**config.mk**
```make
export PLATFORM = sky130hd
export DESIGN_NAME = mem_arbiter
export DESIGN_NICKNAME = d
export VERILOG_FILES = /design/src/rtl/mem_arbiter.sv
export SDC_FILE = /design/constraint.sdc
export NUM_CORES = 1
export LEC_CHECK = 0
export CORE_AREA = 2 2 124 126
export CTS_CLUSTER_DIAMETER = 80
export CTS_CLUSTER_SIZE = 12
export DETAILED_ROUTE_END_ITERATION = 12
export DIE_AREA = 0 0 126 128
export GPL_ROUTABILITY_DRIVEN = 0
export GPL_TIMING_DRIVEN = 0
export PLACE_DENSITY = 0.83
export SYNTH_ARGS = -nofsm -noshare
export SYNTH_HDL_FRONTEND = slang
export SYNTH_HIERARCHICAL = 1
export SYNTH_SLANG_ARGS = --single-unit
```
**constraint.sdc**
```tcl
create_clock -name clk -period 3 [get_ports clk]
set_input_delay 0.45 -clock clk [delete_from_list [all_inputs] [get_ports clk]]
set_output_delay 0.45 -clock clk [all_outputs]
set_load 0.02 [all_outputs]
```
**src/rtl/mem_arbiter.sv**
```systemverilog
// -----------------------------------------------------------------------------
// mem_arbiter
//   Shares the single memory-controller port between the data cache (port 0)
//   and the instruction cache (port 1). One requester owns the port for a whole
//   burst. Ports take turns when both request, and one idle turnaround cycle
//   separates consecutive bursts.
//
// Ports
//   clk, reset_n                  clock, asynchronous active-low reset
//   i_pN_addr                     read burst start address / per-beat write address
//   i_pN_in                       write data
//   i_pN_rdreq, i_pN_wrreq        level requests (wrreq also acts as write-beat valid)
//   o_pN_gnt                      port owns the memory port
//   o_pN_out                      mem_out broadcast
//   o_pN_out_valid                read beat for this port
//   o_pN_done                     pulse on the last beat of this port's burst
//   o_mem_addr, o_mem_in          address / write data to memory
//   o_mem_rdreq                   read-burst start pulse
//   o_mem_wrreq                   write beat
//   i_mem_out, i_mem_out_valid    read data / read beat valid
//   i_mem_burstlen                beats per burst (0 is treated as 1)
// -----------------------------------------------------------------------------

// Per-port response decode: a port sees beats and done only while it owns the port.
module mem_arbiter_port #(
    parameter int DATABITS = 32
) (
    input  logic                i_own,
    input  logic                i_read,
    input  logic                i_last,
    input  logic                i_mem_out_valid,
    input  logic [DATABITS-1:0] i_mem_out,
    output logic                o_gnt,
    output logic                o_out_valid,
    output logic                o_done,
    output logic [DATABITS-1:0] o_out
);
    assign o_gnt       = i_own;
    assign o_out_valid = i_own & i_read & i_mem_out_valid;
    assign o_done      = i_own & i_last;
    assign o_out       = i_mem_out;
endmodule

module mem_arbiter #(
    parameter int DATABITS = 32,
    parameter int ADDRBITS = 32
) (
    input  logic                clk,
    input  logic                reset_n,
    input  logic [ADDRBITS-1:0] i_p0_addr,
    input  logic [DATABITS-1:0] i_p0_in,
    input  logic                i_p0_rdreq,
    input  logic                i_p0_wrreq,
    output logic                o_p0_gnt,
    output logic [DATABITS-1:0] o_p0_out,
    output logic                o_p0_out_valid,
    output logic                o_p0_done,
    input  logic [ADDRBITS-1:0] i_p1_addr,
    input  logic [DATABITS-1:0] i_p1_in,
    input  logic                i_p1_rdreq,
    input  logic                i_p1_wrreq,
    output logic                o_p1_gnt,
    output logic [DATABITS-1:0] o_p1_out,
    output logic                o_p1_out_valid,
    output logic                o_p1_done,
    output logic [ADDRBITS-1:0] o_mem_addr,
    output logic [DATABITS-1:0] o_mem_in,
    output logic                o_mem_rdreq,
    output logic                o_mem_wrreq,
    input  logic [DATABITS-1:0] i_mem_out,
    input  logic                i_mem_out_valid,
    input  logic [15:0]         i_mem_burstlen
);
    localparam int NPORT = 2;

    typedef enum logic [1:0] {IDLE, READ, WRITE, TURN} state_t;

    state_t                      r_state;
    logic                        r_port;   // granted port
    logic                        r_last;   // last-granted port (tie breaker)
    logic [NPORT-1:0]            r_gnt;
    logic                        r_first;  // first READ cycle: issue mem_rdreq
    logic [ADDRBITS-1:0]         r_addr;
    logic [15:0]                 r_len;
    logic [15:0]                 r_cnt;

    logic [NPORT-1:0][ADDRBITS-1:0] w_addr;
    logic [NPORT-1:0][DATABITS-1:0] w_in;
    logic [NPORT-1:0]               w_wr;
    logic [NPORT-1:0]               w_req;
    logic                           w_pick;
    logic                           w_beat;
    logic                           w_last;
    logic                           w_read;
    logic                           w_write;
    logic [NPORT-1:0]               w_gnt;
    logic [NPORT-1:0]               w_out_valid;
    logic [NPORT-1:0]               w_done;
    logic [NPORT-1:0][DATABITS-1:0] w_out;

    assign w_addr = {i_p1_addr, i_p0_addr};
    assign w_in   = {i_p1_in, i_p0_in};
    assign w_wr   = {i_p1_wrreq, i_p0_wrreq};
    assign w_req  = {i_p1_rdreq | i_p1_wrreq, i_p0_rdreq | i_p0_wrreq};

    // Tie goes to the port that was not granted last.
    assign w_pick = (w_req[0] & w_req[1]) ? ~r_last : w_req[1];

    assign w_read  = (r_state == READ);
    assign w_write = (r_state == WRITE);

    // A beat is a read-data cycle in READ or a granted write-valid cycle in WRITE.
    assign w_beat = (w_read & i_mem_out_valid) | (w_write & w_wr[r_port]);
    assign w_last = w_beat & ((r_cnt + 16'd1) == r_len);

    always_ff @(posedge clk or negedge reset_n) begin
        if (!reset_n) begin
            r_state <= IDLE;
            r_port  <= 1'b0;
            r_last  <= 1'b1;
            r_gnt   <= '0;
            r_first <= 1'b0;
            r_addr  <= '0;
            r_len   <= '0;
            r_cnt   <= '0;
        end else begin
            case (r_state)
                IDLE: begin
                    if (|w_req) begin
                        r_port  <= w_pick;
                        r_last  <= w_pick;
                        r_gnt   <= w_pick ? 2'b10 : 2'b01;
                        r_addr  <= w_addr[w_pick];
                        r_len   <= (i_mem_burstlen == 16'd0) ? 16'd1 : i_mem_burstlen;
                        r_cnt   <= '0;
                        // Write wins when both directions are raised on one port.
                        r_first <= ~w_wr[w_pick];
                        r_state <= w_wr[w_pick] ? WRITE : READ;
                    end
                end
                READ, WRITE: begin
                    r_first <= 1'b0;
                    if (w_last) begin
                        r_gnt   <= '0;
                        r_state <= TURN;
                    end else if (w_beat) begin
                        r_cnt <= r_cnt + 16'd1;
                    end
                end
                default: begin
                    r_state <= IDLE;
                end
            endcase
        end
    end

    // Memory side: reads hold the latched address, writes pass the owner through.
    assign o_mem_rdreq = w_read & r_first;
    assign o_mem_wrreq = w_write & w_wr[r_port];
    assign o_mem_addr  = w_write ? w_addr[r_port] : (w_read ? r_addr : '0);
    assign o_mem_in    = w_write ? w_in[r_port] : '0;

    for (genvar p = 0; p < NPORT; p++) begin : g_port
        mem_arbiter_port #(.DATABITS(DATABITS)) u_port (
            .i_own           (r_gnt[p]),
            .i_read          (w_read),
            .i_last          (w_last),
            .i_mem_out_valid (i_mem_out_valid),
            .i_mem_out       (i_mem_out),
            .o_gnt           (w_gnt[p]),
            .o_out_valid     (w_out_valid[p]),
            .o_done          (w_done[p]),
            .o_out           (w_out[p])
        );
    end

    assign o_p0_gnt       = w_gnt[0];
    assign o_p1_gnt       = w_gnt[1];
    assign o_p0_out_valid = w_out_valid[0];
    assign o_p1_out_valid = w_out_valid[1];
    assign o_p0_done      = w_done[0];
    assign o_p1_done      = w_done[1];
    assign o_p0_out       = w_out[0];
    assign o_p1_out       = w_out[1];

endmodule

```
# ---- Word-level counts from Yosys, hierarchy flattened
# Index checks and enable logic that the tools add are counted.
dict set report op_classes {
  add_sub_neg 1
  n_lt_le_gt_ge 2
  n_eq_ne 7
  muxes 29
  n_bitwise 16
  reduce_logical 10
}
# cell count
set op_table {}
lappend op_table {{32-bit two-way mux} 9}
lappend op_table {{16-bit two-way mux} 4}
lappend op_table {{16-bit case mux with 2 select lines} 1}
lappend op_table {{16-bit by 1-bit adder with 16-bit output (second input constant)} 1}
lappend op_table {{16-bit == test} 1}
lappend op_table {{16-bit zero test} 1}
lappend op_table {{2-bit two-way mux} 6}
lappend op_table {{1-bit AND} 11}
lappend op_table {{2-bit case mux with 2 select lines} 2}
lappend op_table {{1-bit two-way mux} 6}
lappend op_table {{2-bit inequality test (second input constant)} 3}
lappend op_table {{2-bit AND reduction} 3}
lappend op_table {{1-bit by 2-bit < comparator with 1-bit output (second input constant)} 2}
lappend op_table {{4-bit AND reduction} 1}
lappend op_table {{2-bit OR reduction} 2}
lappend op_table {{1-bit OR} 3}
lappend op_table {{3-bit AND reduction} 1}
lappend op_table {{2-bit by 1-bit == test with 1-bit output (second input constant)} 1}
lappend op_table {{2-bit == test (second input constant)} 1}
lappend op_table {{2-bit zero test} 1}
lappend op_table {{2-bit by 1-bit inequality test with 1-bit output (second input constant)} 1}
lappend op_table {{1-bit inverter} 2}
lappend op_table {{1-bit case mux with 2 select lines} 1}
lappend op_table {{2-bit nonzero test} 1}
dict set report word_totals {
  register_bits 71
  inputBits 183
}

# ---- Logic depth before layout (Yosys ltp)
# Gate-level depths: netlist of run 1.
dict set report depth {
  word_depth 8
  depth_mapped 11
  mapped_depth_nobuf 8
}

# ---- Modules after synthesis
# Netlist of run 1, hierarchy kept.
# mod n_inst cells_each area_each_um2 seq_area_each_um2
set modules_own_cells {}
lappend modules_own_cells {mem_arbiter 1 598 5476.5 1778.0}
lappend modules_own_cells {mem_arbiter_port 2 35 260.2 0.0}

# ---- Worst setup path before layout of run 1
# Ideal clock, no wire load.
dict set report synth_path {
  kind {reg2out}
  from {register r_state[0]}
  to {output port o_p0_done}
  arrival_time_ns 2.152
  required_time_ns 2.550
  setup_slack_ns 0.398
  path_stages_with_launch 10
  path_buffers 2
  path_cell_list {dfrtp_1 inv_1 ha_1 nor2b_1 a21o_1 clkbuf_1 clkbuf_1 nand3_1 nor2_1 and2_1}
}
dict set report synth_via {
  elab_chain_cells 5
  elab_cells_between_ends 7
  cone_classes {2 x eq/ne; 5 x bitwise}
}
# item line
set synth_lines {}
lappend synth_lines {{from (decl)} 78} ;# state_t r_state;
lappend synth_lines {{from (signal assigned)} 138} ;# r_state <= w_wr[w_pick] ? WRITE : READ;
lappend synth_lines {{2-bit == test} 110} ;# assign w_write = (r_state == WRITE);
lappend synth_lines {{1-bit AND} -}
lappend synth_lines {{named net o_mem_wrreq} 69} ;# output logic o_mem_wrreq,
lappend synth_lines {{1-bit OR} 113} ;# assign w_beat = (w_read & i_mem_out_valid) | (w_write & w_wr[r_port]);
lappend synth_lines {{1-bit AND} 114} ;# assign w_last = w_beat & ((r_cnt + 16'd1) == r_len);
lappend synth_lines {{named net w_last} 93} ;# logic w_last;
lappend synth_lines {{1-bit AND} 40} ;# assign o_done = i_own & i_last;
lappend synth_lines {{to (decl)} 57} ;# output logic o_p0_done,
# The timed path passes the listed nets, and every way through them passes these cells.

# ---- Worst setup path in the final report of run 1
dict set report layout_path {
  from {register r_state[1]}
  to {output port o_mem_addr[7]}
}
dict set report layout_via {
  elab_chain_cells 3
  elab_cells_between_ends 4
  cone_classes {2 x eq/ne; 2 x mux}
}
# item line
set layout_lines {}
lappend layout_lines {{2-bit by 1-bit == test with 1-bit output} 109} ;# assign w_read = (r_state == READ);
lappend layout_lines {{named net w_read} 94} ;# logic w_read;
lappend layout_lines {{32-bit two-way mux (2 in a row)} 160} ;# assign o_mem_addr = w_write ? w_addr[r_port] : (w_read ? r_addr : '0);
lappend layout_lines {{to (decl)} 66} ;# output logic [ADDRBITS-1:0] o_mem_addr,
# The timed path passes the listed nets, and every way through them passes these cells.

==> qor.csv, run 1 <==
stage;metric;value;unit
run_status;status;finished clean;
clock_tree;clk_latency;0.34;ns
finish;mostFrequentLayoutCells;clkdlybuf4s50_1 (269), buf_4 (84), dfrtp_1 (66);
sta;fmax;342;MHz
yosys;ys_warn_count;6;
yosys;synth.avg_cell_area;8.98;um^2
finish;area_growth;62.4;%
placed_design;io_buffer_count;286;
routing;drt-initial-drc-count;346;
floorplan;fp.dieArea;16100;um^2
flow_run;maxCapViolCount;0;
worst_setup_path;path_buf_inv;4;
pwr;p_leak;0.00430;uW
routing;drtPass1Iterations;6;
yosys;async_reset_ff_share;100;%
finish;stdcell_count;1173;
routing;via_per_inst;5.33;
worst_hold_path;hp-class;input pin to asynchronous set/reset pin;
sta;period_share;97.5;%
sta;whs;0.0510;ns
routing;via_count;6248;
finish;antenna_cells;0;
clock_tree;cts_tree;built;
global_route;grt_max_degree;42;
worst_setup_path;crit_type;flip-flop to output pin;
pwr;ir_drop;0.410;mV
sta;setup_viol;0;
placed_design;dpl.hpwl;15800;um
worst_setup_path;crit_path_cell_trace;inv_1 > ha_2 > nor2b_1 > clkbuf_2 > clkbuf_4 > a22o_1 > clkdlybuf4s50_1;
yosys;seq_area_frac_synth;29.6;%
worst_setup_path;cp_slowest_cell;clkdlybuf4s50_1;
worst_setup_path;critical_path_required;2.55;ns
floorplan;start_util;40.3;%
worst_setup_path;cpPeakStageDelay;0.60;ns
sta;final_max_slew_viol_count;0;
worst_setup_path;path_delay_family;buffers and inverters;
global_route;grt_usage;23.9;%
floorplan;ios;319;
finish;fin_nets;1168;
worst_setup_path;startpoint_type;flip-flop;
yosys;synth_top_family_by_area;multiplexers;
clock_tree;cts_buffers;9;
worst_setup_path;crit_fanout;10;
finish;final_common_cell;clkdlybuf4s50_1;
global_route;grt_pass1_vias;5959;
clock_tree;htree_num_levels;3;
yosys;synthMuxAreaShare;19.7;%
yosys;synth_ff_type;dfrtp_1;
clock_tree;cts_root_buffer;clkbuf_16;
yosys;yosys.area_share.simple;17.5;%
placed_design;post-place-cells;1143;
floorplan;core_area;14900;um^2
sta;max_slew_margin;42.5;%
clock_tree;cts_buffer_depth;2;
yosys;ys_types;60;
clock_tree;clock_sinks;71;
sta;min_period;2.93;ns
yosys;synth_compound_area_share;16.4;%
yosys;synth_xor_xnor_area_share;2.77;%
yosys;syn_inst;668;
routing;drt-wirelength-per-cell;17.9;um
floorplan;die_height;128;um
worst_setup_path;critPathArrivalTime;2.48;ns
yosys;syn-num-nets;856;
sta;clock_skew;0.00695;ns
finish;final_util;65.5;%
yosys;synthAdderAreaFrac;1.04;%
sta;worst_pin_slew;0.862;ns
routing;ant_nets;0;
routing;drc;0;
finish;drive_gt1_share;21.8;%
global_route;grt_pass1_wl;31200;um
yosys;synth_seq_cells;71;
yosys;syn-cell-area;6000;um^2
clock_tree;clk_pin_slew;0.06;ns
clock_tree;hold_buffers;0;
global_route;antenna_found_initial;0;
worst_setup_path;r2r_slack;0.13;ns
global_route;overflow;0;
worst_setup_path;endpoint_kind;output pin;
floorplan;die_w;126;um
floorplan;rows;45;
yosys;synth_edf_count;0;
sta;hold_viol_final;0;
pwr;power.density;739;nW/um^2
routing;drt_wl_total;21000;um
==> state kept, by name (all words and copies together) (netlist names) <==
signal,count
r_addr,32
r_cnt,16
r_len,16
r_gnt,2
r_state,2
r_first,1
r_last,1
r_port,1
==> worst reg2reg max path, delay by kind of cell, from the launching register on <==
kind	cells	cell delay, ns
AND/OR/NAND/NOR	4	0.91
AO/OA/AOI/OAI	3	0.69
buffers and inverters	4	0.75
flip-flops	1	0.41
==> kinds of logic after synthesis <==
family | count (synthesis)
simple gates | 189
compound gates | 142
buf+inv | 130
mux | 112
flops | 71
xor+xnor | 19
fa+ha+maj | 5
==> metrics by stage <==
| step | power, uW | cell area, um^2 | setup WS, ns | setup TNS (ns) |
|---|---|---|---|---|
| 2_1_floorplan | 4380 | 6000 | 0.398 | 0 |
| 3_3_place_gp | 5960 | 9090 | -1.04 | -74.57 |
| 3_5_place_dp | 6030 | 9110 | -0.833 | -2.52 |
| 4_1_cts | 7100 | 9600 | -0.00489 | -0.00489 |
| 5_1_grt | 7630 | 9740 | -0.0373 | -0.0674 |
| 6_report | 7190 | 9740 | 0.0741 | 0 |
==> worst paths after layout <==
kind                                 end  depth (start not counted)  startpoint
max in group asynchronous      r_cnt[12]                          2     reset_n
min in group clk                 r_first                          2     r_first
min reg2reg                      r_first                          2     r_first
max reg2reg                     r_cnt[4]                         11    r_cnt[4]
min                             r_cnt[2]                          1     reset_n
max                        o_mem_addr[7]                          7  r_state[1]
==> routing by layer <==
metal | wire length (um) | vias up | track usage [%]
met1 | 8700 | 2931 | 31.1
met4 | 429 | 0 | 7.56
li1 | - | 2972 | -
met5 | 0 | - | 0
met2 | 10100 | 301 | 39.0
met3 | 1730 | 44 | 6.18
==> timing repair <==
action	in CTS	in global routing
gates resized for setup	59	42
gates cloned	0	0
endpoints found under the setup margin	64	57
pin swaps	10	6
buffers inserted	11	4
==> final cells by class <==
class	count	area, um^2
Buffer	121	827
Multi-Input combinational cell	467	3570
Tap cell	188	235
Timing Repair Buffer	302	3020
Inverter	8	30.0
Fill cell	1201	5130
Clock buffer	16	272
Sequential cell	71	1780
==> cell usage after synthesis (all sizes together), types with 8 or more instances <==
| master | instances | area share [%] |
|---|---|---|
| nor2 | 18 | 1.2 |
| nand2 | 57 | 3.6 |
| a22o | 32 | 4.7 |
| buf | 91 | 11 |
| nor4 | 12 | 1.7 |
| nor2b | 36 | 3.8 |
| nand3 | 13 | 1.2 |
| inv | 8 | 0.50 |
| o21ai | 39 | 3.3 |
| mux2 | 47 | 8.8 |
| a31oi | 8 | 0.83 |
| dfrtp | 70 | 29 |
| mux2i | 65 | 11 |
| nor3 | 12 | 1.0 |
| and3 | 8 | 0.83 |
| a21oi | 21 | 1.8 |
| clkbuf | 31 | 1.9 |
| xnor2 | 15 | 2.2 |
==> power by group <==
| group | internal (uW) | total [uW] | leakage [uW] | switching, uW |
|---|---|---|---|---|
| combinational | 2180 | 4550 | 0.00329 | 2370 |
| clock | 607 | 1000 | 0.000131 | 396 |
| sequential | 1350 | 1640 | 0.000877 | 291 |
Note: power is estimated with default switching activity, not from simulation.
==> run 2, diff against run 1 <==
==> constraint.sdc (replaced) <==
create_clock -name clk -period 3 [get_ports clk]
set_input_delay 0.3 -clock clk [delete_from_list [all_inputs] [get_ports clk]]
set_output_delay 0.3 -clock clk [all_outputs]
set_load 0.02 [all_outputs]
==> run 2 against run 1 <==
  * Clock skew barely moved
  * Count of clock-buffer cells in the layout unchanged
  * Worst setup slack worse by 0.016 ns
  * Clock power is essentially flat
  * Sequential share of layout area up 0.39 points
  * Core utilization down 1.4 points
  * Die area unchanged
  * Final cell count decreased by 0.77%
  * Sequential power about the same
  * Global-route usage is 0.33 points lower
==> qor.csv, run 2 (same netlist as run 1, synthesis figures left out) <==
stage;metric;value;unit;change
run_status;status;finished clean;;
finish;largest_reg_flops;32;;unchanged
floorplan;start_util;40.3;%;unchanged
floorplan;ios;319;;unchanged
routing;drt-wirelength-per-cell;17.3;um;-3.2%
floorplan;die_w;126;um;unchanged
pwr;p_total;7110;uW;-1.1%
worst_setup_path;critical_path_required;2.70;ns;+0.15 ns
worst_setup_path;crit_type;flip-flop to output pin;;
worst_setup_path;path_delay_family;buffers and inverters;;
clock_tree;cts_buffer_depth;2;;unchanged
clock_tree;clock_sinks;71;;unchanged
floorplan;fp.dieArea;16100;um^2;unchanged
worst_setup_path;r2r-end;r_cnt[4];;
floorplan;core_area;14900;um^2;unchanged
worst_setup_path;r2r_cells;10;;-1
routing;via_count;6107;;-2.3%
worst_setup_path;crit_path_cell_trace;inv_1 > ha_1 > clkbuf_2 > clkbuf_1 > nor2b_1 > clkdlybuf4s50_1;;
routing;dr_wl_met3;1600;um;-7.7%
worst_hold_path;hp-class;input pin to asynchronous set/reset pin;;
sta;whs;0.454;ns;+0.403 ns
pwr;ir_drop;0.417;mV;+1.7%
worst_setup_path;cp-startpoint;r_state[0];;
routing;drtPass1Iterations;5;;-1
worst_setup_path;crit_fanout;10;;unchanged
sta;period_share;98.1;%;+0.55 points
global_route;antenna_found_initial;0;;unchanged
routing;via_per_inst;5.25;;-1.5%
worst_setup_path;startpoint_type;flip-flop;;
worst_setup_path;r2r_start;r_cnt[4];;
global_route;grt_usage;23.6;%;-0.33 points
sta;max_slew_margin;42.1;%;-0.48 points
placed_design;io_buffer_count;286;;unchanged
sta;worst_slack;0.0577;ns;-0.0164 ns
clock_tree;cts_tree;built;;
worst_setup_path;cp_slowest_cell;clkdlybuf4s50_1;;
placed_design;pre_cts_ws;-0.533;ns;+0.300 ns
finish;antenna_cells;0;;unchanged
routing;drt_wl_total;20100;um;-3.9%
sta;hold_viol_final;0;;unchanged
clock_tree;cts_buffers;9;;unchanged
global_route;grt_max_degree;42;;unchanged
routing;routed.top_layer;met4;;
sta;worst_pin_slew;0.869;ns;+0.00724 ns
global_route;overflow;0;;unchanged
sta;clock_skew;0.00646;ns;-0.000492 ns
floorplan;rows;45;;unchanged
pwr;power.density;747;nW/um^2;+1.1%
sta;final_max_slew_viol_count;0;;unchanged
sta;min_period;2.94;ns;+0.0164 ns
worst_setup_path;path_buf_inv;4;;unchanged
pwr;p_leak;0.00404;uW;-6.0%
finish;final_common_cell;clkdlybuf4s50_1;;
finish;largest_registers;r_addr (32), r_cnt (16), r_len (16);;
worst_setup_path;r2r_slack;0.20;ns;+0.07 ns
worst_setup_path;cpPeakStageDelay;0.65;ns;+0.05 ns
global_route;grt_pass1_vias;5910;;-0.82%
sta;setup_viol;0;;unchanged
worst_setup_path;critPathArrivalTime;2.64;ns;+0.16 ns
finish;fin_nets;1159;;-0.77%
placed_design;dpl.hpwl;15800;um;unchanged
routing;drt-initial-drc-count;390;;+13%
clock_tree;clk_latency;0.33;ns;about the same
clock_tree;htree_num_levels;3;;unchanged
sta;rsz0062_at_grt;yes;;
routing;wl_met1;8490;um;-2.4%
sta;fmax;340;MHz;-0.56%
finish;area_growth;58.9;%;
finish;drive_gt1_share;19.4;%;-2.5 points
routing;drc;0;;unchanged
global_route;grt_pass1_wl;30800;um;-1.2%
clock_tree;cts_root_buffer;clkbuf_16;;
flow_run;maxCapViolCount;0;;unchanged
finish;regMostFlops;r_addr;;
clock_tree;clk_pin_slew;0.06;ns;about the same
routing;wl_met2;9690;um;-4.0%
routing;ant_nets;0;;unchanged
finish;mostFrequentLayoutCells;clkdlybuf4s50_1 (283), buf_4 (80), dfrtp_1 (67);;
worst_setup_path;endpoint_kind;output pin;;
floorplan;die_height;128;um;unchanged
-- run 2: worst max path at each step --
stage                           to  cells after the start  slack [ns]
detailed placement       o_p0_done                     10       -0.53
global placement        r_addr[16]                      1       -0.89
floorplan                 r_cnt[0]                      9        0.43
global route             o_p1_done                     10       -0.04
finish                o_mem_in[17]                      6        0.06
CTS                 o_mem_addr[25]                      5       0.009
-- run 2: worst register-to-register path: stages, from the launching register on --
cell and delay, ns:
dfrtp_1 0.41, buf_2 0.19, and2b_1 0.20, or3b_2 0.45, a31oi_1 0.32, nor4_4 0.10
buf_4 0.15, nand4_2 0.15, buf_2 0.28, a41oi_1 0.14, a211oi_1 0.27
-- run 2: timing repair --
action / in CTS / in global routing
setup endpoints to repair: 63 / 39
endpoints found under the hold margin: 29 / 0
hold buffers: 1 / 0
buffers inserted: 4 / 1
pin swaps: 4 / 4
resized for setup: 34 / 17
-- run 2: metrics by stage --
step,TNS (ns),instances,util (%),instance area (um^2)
after global placement,-62.84,1142,61.2,9090
after CTS,0,1163,63.8,9490
after global routing,-0.181,1164,64.1,9530
final,0,1164,64.1,9530
after detailed placement,-1.11,1143,61.3,9110
after floorplan,0,668,-,6000
-- run 2: final cells by class --
| class | instances | area, um^2 |
|---|---|---|
| Inverter | 8 | 30.0 |
| Timing Repair Buffer | 293 | 2920 |
| Buffer | 121 | 785 |
| Sequential cell | 71 | 1780 |
| Tap cell | 188 | 235 |
| Clock buffer | 16 | 272 |
| Fill cell | 1232 | 5340 |
| Multi-Input combinational cell | 467 | 3500 |
-- run 2: where the power goes --
| part | total [uW] | internal [uW] | switching (uW) |
|---|---|---|---|
| registers | 1640 | 1350 | 287 |
| logic | 4470 | 2140 | 2330 |
| clock network | 1000 | 607 | 396 |
-- run 2: metal layers --
metal	global-route usage (%)	up-vias
met5	0	-
met4	7.11	0
met3	5.72	32
met2	38.4	271
met1	31.1	2860
li1	-	2944
==> run 3, diff against run 2 <==
--- a/constraint.sdc
+++ b/constraint.sdc
@@ -3,2 +3,2 @@
 set_output_delay 0.3 -clock clk [all_outputs]
-set_load 0.02 [all_outputs]
+set_load 0.01 [all_outputs]
==> run 3 against run 2 <==
  * Maximum frequency up 1.1%
  * Die area unchanged
  * Worst setup slack better by 0.031 ns
  * Via count up 0.75%
  * Sequential share of layout area down 0.055 points
  * Final cell count up 0.17%
  * Worst hold slack better by 0.0058 ns
  * Global-route usage about the same
  * Non-clock buffer count up 2
  * Clock skew up 0.0015 ns
==> qor.csv, run 3 (same netlist as run 1, synthesis figures left out) <==
stage;metric;value;unit;change
finish;stdcell_count;1166;;+0.17%
placed_design;post-place-cells;1143;;unchanged
worst_hold_path;hp-class;input pin to asynchronous set/reset pin;;
worst_setup_path;startpoint_type;flip-flop;;
routing;drtPass1Iterations;7;;+2
finish;area_growth;59.4;%;
global_route;grt_max_degree;42;;unchanged
pwr;power.density;714;nW/um^2;-4.4%
clock_tree;cts_buffers;9;;unchanged
routing;drt-wirelength-per-cell;17.3;um;+0.20%
finish;drive_gt1_share;19.6;%;+0.27 points
global_route;grt_pass1_vias;5917;;+0.12%
run_status;status;finished clean;;
floorplan;die_height;128;um;unchanged
sta;setup_viol;0;;unchanged
pwr;p_leak;0.00404;uW;about the same
clock_tree;cts_buffer_depth;2;;unchanged
worst_setup_path;critical_path_required;2.70;ns;about the same
finish;regMostFlops;r_addr;;
clock_tree;clk_latency;0.34;ns;about the same
clock_tree;cts_root_buffer;clkbuf_16;;
finish;final_common_cell;clkdlybuf4s50_1;;
placed_design;dpl.hpwl;15800;um;unchanged
finish;antenna_cells;0;;unchanged
worst_setup_path;r2r_cells;10;;unchanged
sta;worst_pin_slew;0.866;ns;-0.00303 ns
sta;hold_viol_final;0;;unchanged
routing;via_count;6153;;+0.75%
worst_setup_path;r2r-end;r_cnt[4];;
routing;drt-initial-drc-count;322;;-17%
worst_setup_path;r2r_slack;0.23;ns;+0.03 ns
sta;clock_skew;0.00793;ns;+0.00148 ns
worst_setup_path;endpoint_kind;output pin;;
sta;max_slew_margin;42.3;%;+0.20 points
finish;largest_reg_flops;32;;unchanged
sta;worst_slack;0.0889;ns;+0.0313 ns
clock_tree;cts_tree;built;;
routing;via_per_inst;5.28;;+0.58%
placed_design;io_buffer_count;286;;unchanged
sta;period_share;97.0;%;-1.0 points
floorplan;rows;45;;unchanged
finish;final_util;64.3;%;+0.24 points
pwr;p_total;6830;uW;-4.0%
floorplan;core_area;14900;um^2;unchanged
global_route;grt_pass1_wl;30800;um;about the same
worst_setup_path;r2r_start;r_cnt[4];;
finish;largest_registers;r_addr (32), r_cnt (16), r_len (16);;
sta;final_max_slew_viol_count;0;;unchanged
finish;fin_nets;1161;;+0.17%
sta;min_period;2.91;ns;-0.0313 ns
global_route;antenna_found_initial;0;;unchanged
routing;drt_wl_total;20200;um;+0.37%
clock_tree;htree_num_levels;3;;unchanged
floorplan;fp.dieArea;16100;um^2;unchanged
clock_tree;clock_sinks;71;;unchanged
worst_setup_path;crit_fanout;10;;unchanged
global_route;grt_usage;23.6;%;+0.027 points
routing;drc;0;;unchanged
worst_setup_path;crit_type;flip-flop to output pin;;
global_route;overflow;0;;unchanged
finish;fillers;1229;;-0.24%
pwr;ir_drop;0.366;mV;-12%
floorplan;die_w;126;um;unchanged
placed_design;pre_cts_ws;-0.465;ns;+0.0679 ns
worst_setup_path;critPathArrivalTime;2.61;ns;-0.03 ns
floorplan;start_util;40.3;%;unchanged
flow_run;maxCapViolCount;0;;unchanged
routing;ant_nets;0;;unchanged
finish;mostFrequentLayoutCells;clkdlybuf4s50_1 (283), buf_4 (82), dfrtp_1 (66);;
sta;fmax;344;MHz;+1.1%
floorplan;ios;319;;unchanged
clock_tree;clk_pin_slew;0.06;ns;about the same
-- run 3: cell count changes in the layout (fill, tap and decap cells not counted) --
cell | previous run | this run
clkdlybuf4s15_2 | 0 | 2
clkbuf_4 | 3 | 2
clkbuf_1 | 24 | 25
and4_4 | 0 | 1
buf_4 | 80 | 82
dfrtp_1 | 67 | 66
dfrtp_2 | 3 | 4
nand3_2 | 3 | 2
nand3_4 | 0 | 1
and4_1 | 1 | 0
buf_2 | 10 | 8
-- run 3: critical path, stage by stage (launching register included) --
cell,delay [ns]
dfrtp_2,0.38
ha_1,0.15
buf_4,0.16
nand3_2,0.12
buf_4,0.20
o41a_1,0.37
a21oi_1,0.27
a211oi_2,0.09
nand2_1,0.10
nor2_2,0.06
and2_1,0.15
clkdlybuf4s15_2,0.22
-- run 3: area by class of cell --
type	count	area (um^2)	share of cell area, %
multi-input cells	467	3510	36.7
well taps	188	235	2.46
clock buffers	16	272	2.84
repair buffers	295	2950	30.8
plain buffers	121	783	8.19
inverters	8	30.0	0.314
flip-flops and latches	71	1780	18.6
-- run 3: worst max path at each step --
stage	from	slack (ns)	depth (start not counted)	endpoint
final	r_cnt[1]	0.09	11	o_p0_done
after global routing	r_cnt[0]	-0.01	11	o_p0_done
after CTS	r_cnt[1]	-0.007	11	o_p0_done
after detailed placement	i_p0_wrreq	-0.47	10	o_p0_done
after global placement	reset_n	-0.89	1	r_addr[16]
after floorplan	r_cnt[0]	0.43	9	r_cnt[0]
-- run 3: metrics by stage --
stage	hold WS (ns)	instance area, um^2	setup TNS (ns)
floorplan	0.00441	6000	0
global placement	0.460	9090	-62.71
detailed placement	0.276	9110	-0.974
CTS	0.480	9500	-0.00682
global route	0.504	9560	-0.0147
finish	0.460	9560	0
-- run 3: power by group --
group	internal [uW]	leakage (uW)	switching, uW
combinational	2150	0.00303	2040
clock	607	0.000131	400
sequential	1350	0.000877	284
-- run 3: what timing repair did --
item,CTS,global route
resized for setup,31,20
setup buffers,4,3
pin swaps,5,4
setup endpoints to repair,42,45
endpoints found under the hold margin,29,0
hold buffers,1,0
-- run 3: per-layer routing --
layer  wire (um)  track usage [%]  part of all wire (%)  vias up
met2        9670             38.3                    48      286
met4         371             7.43                   1.8        0
met1        8470             31.1                    42     2885
li1            -                -                     -     2952
met3        1710             5.72                   8.4       30
met5           0                0                     0        -
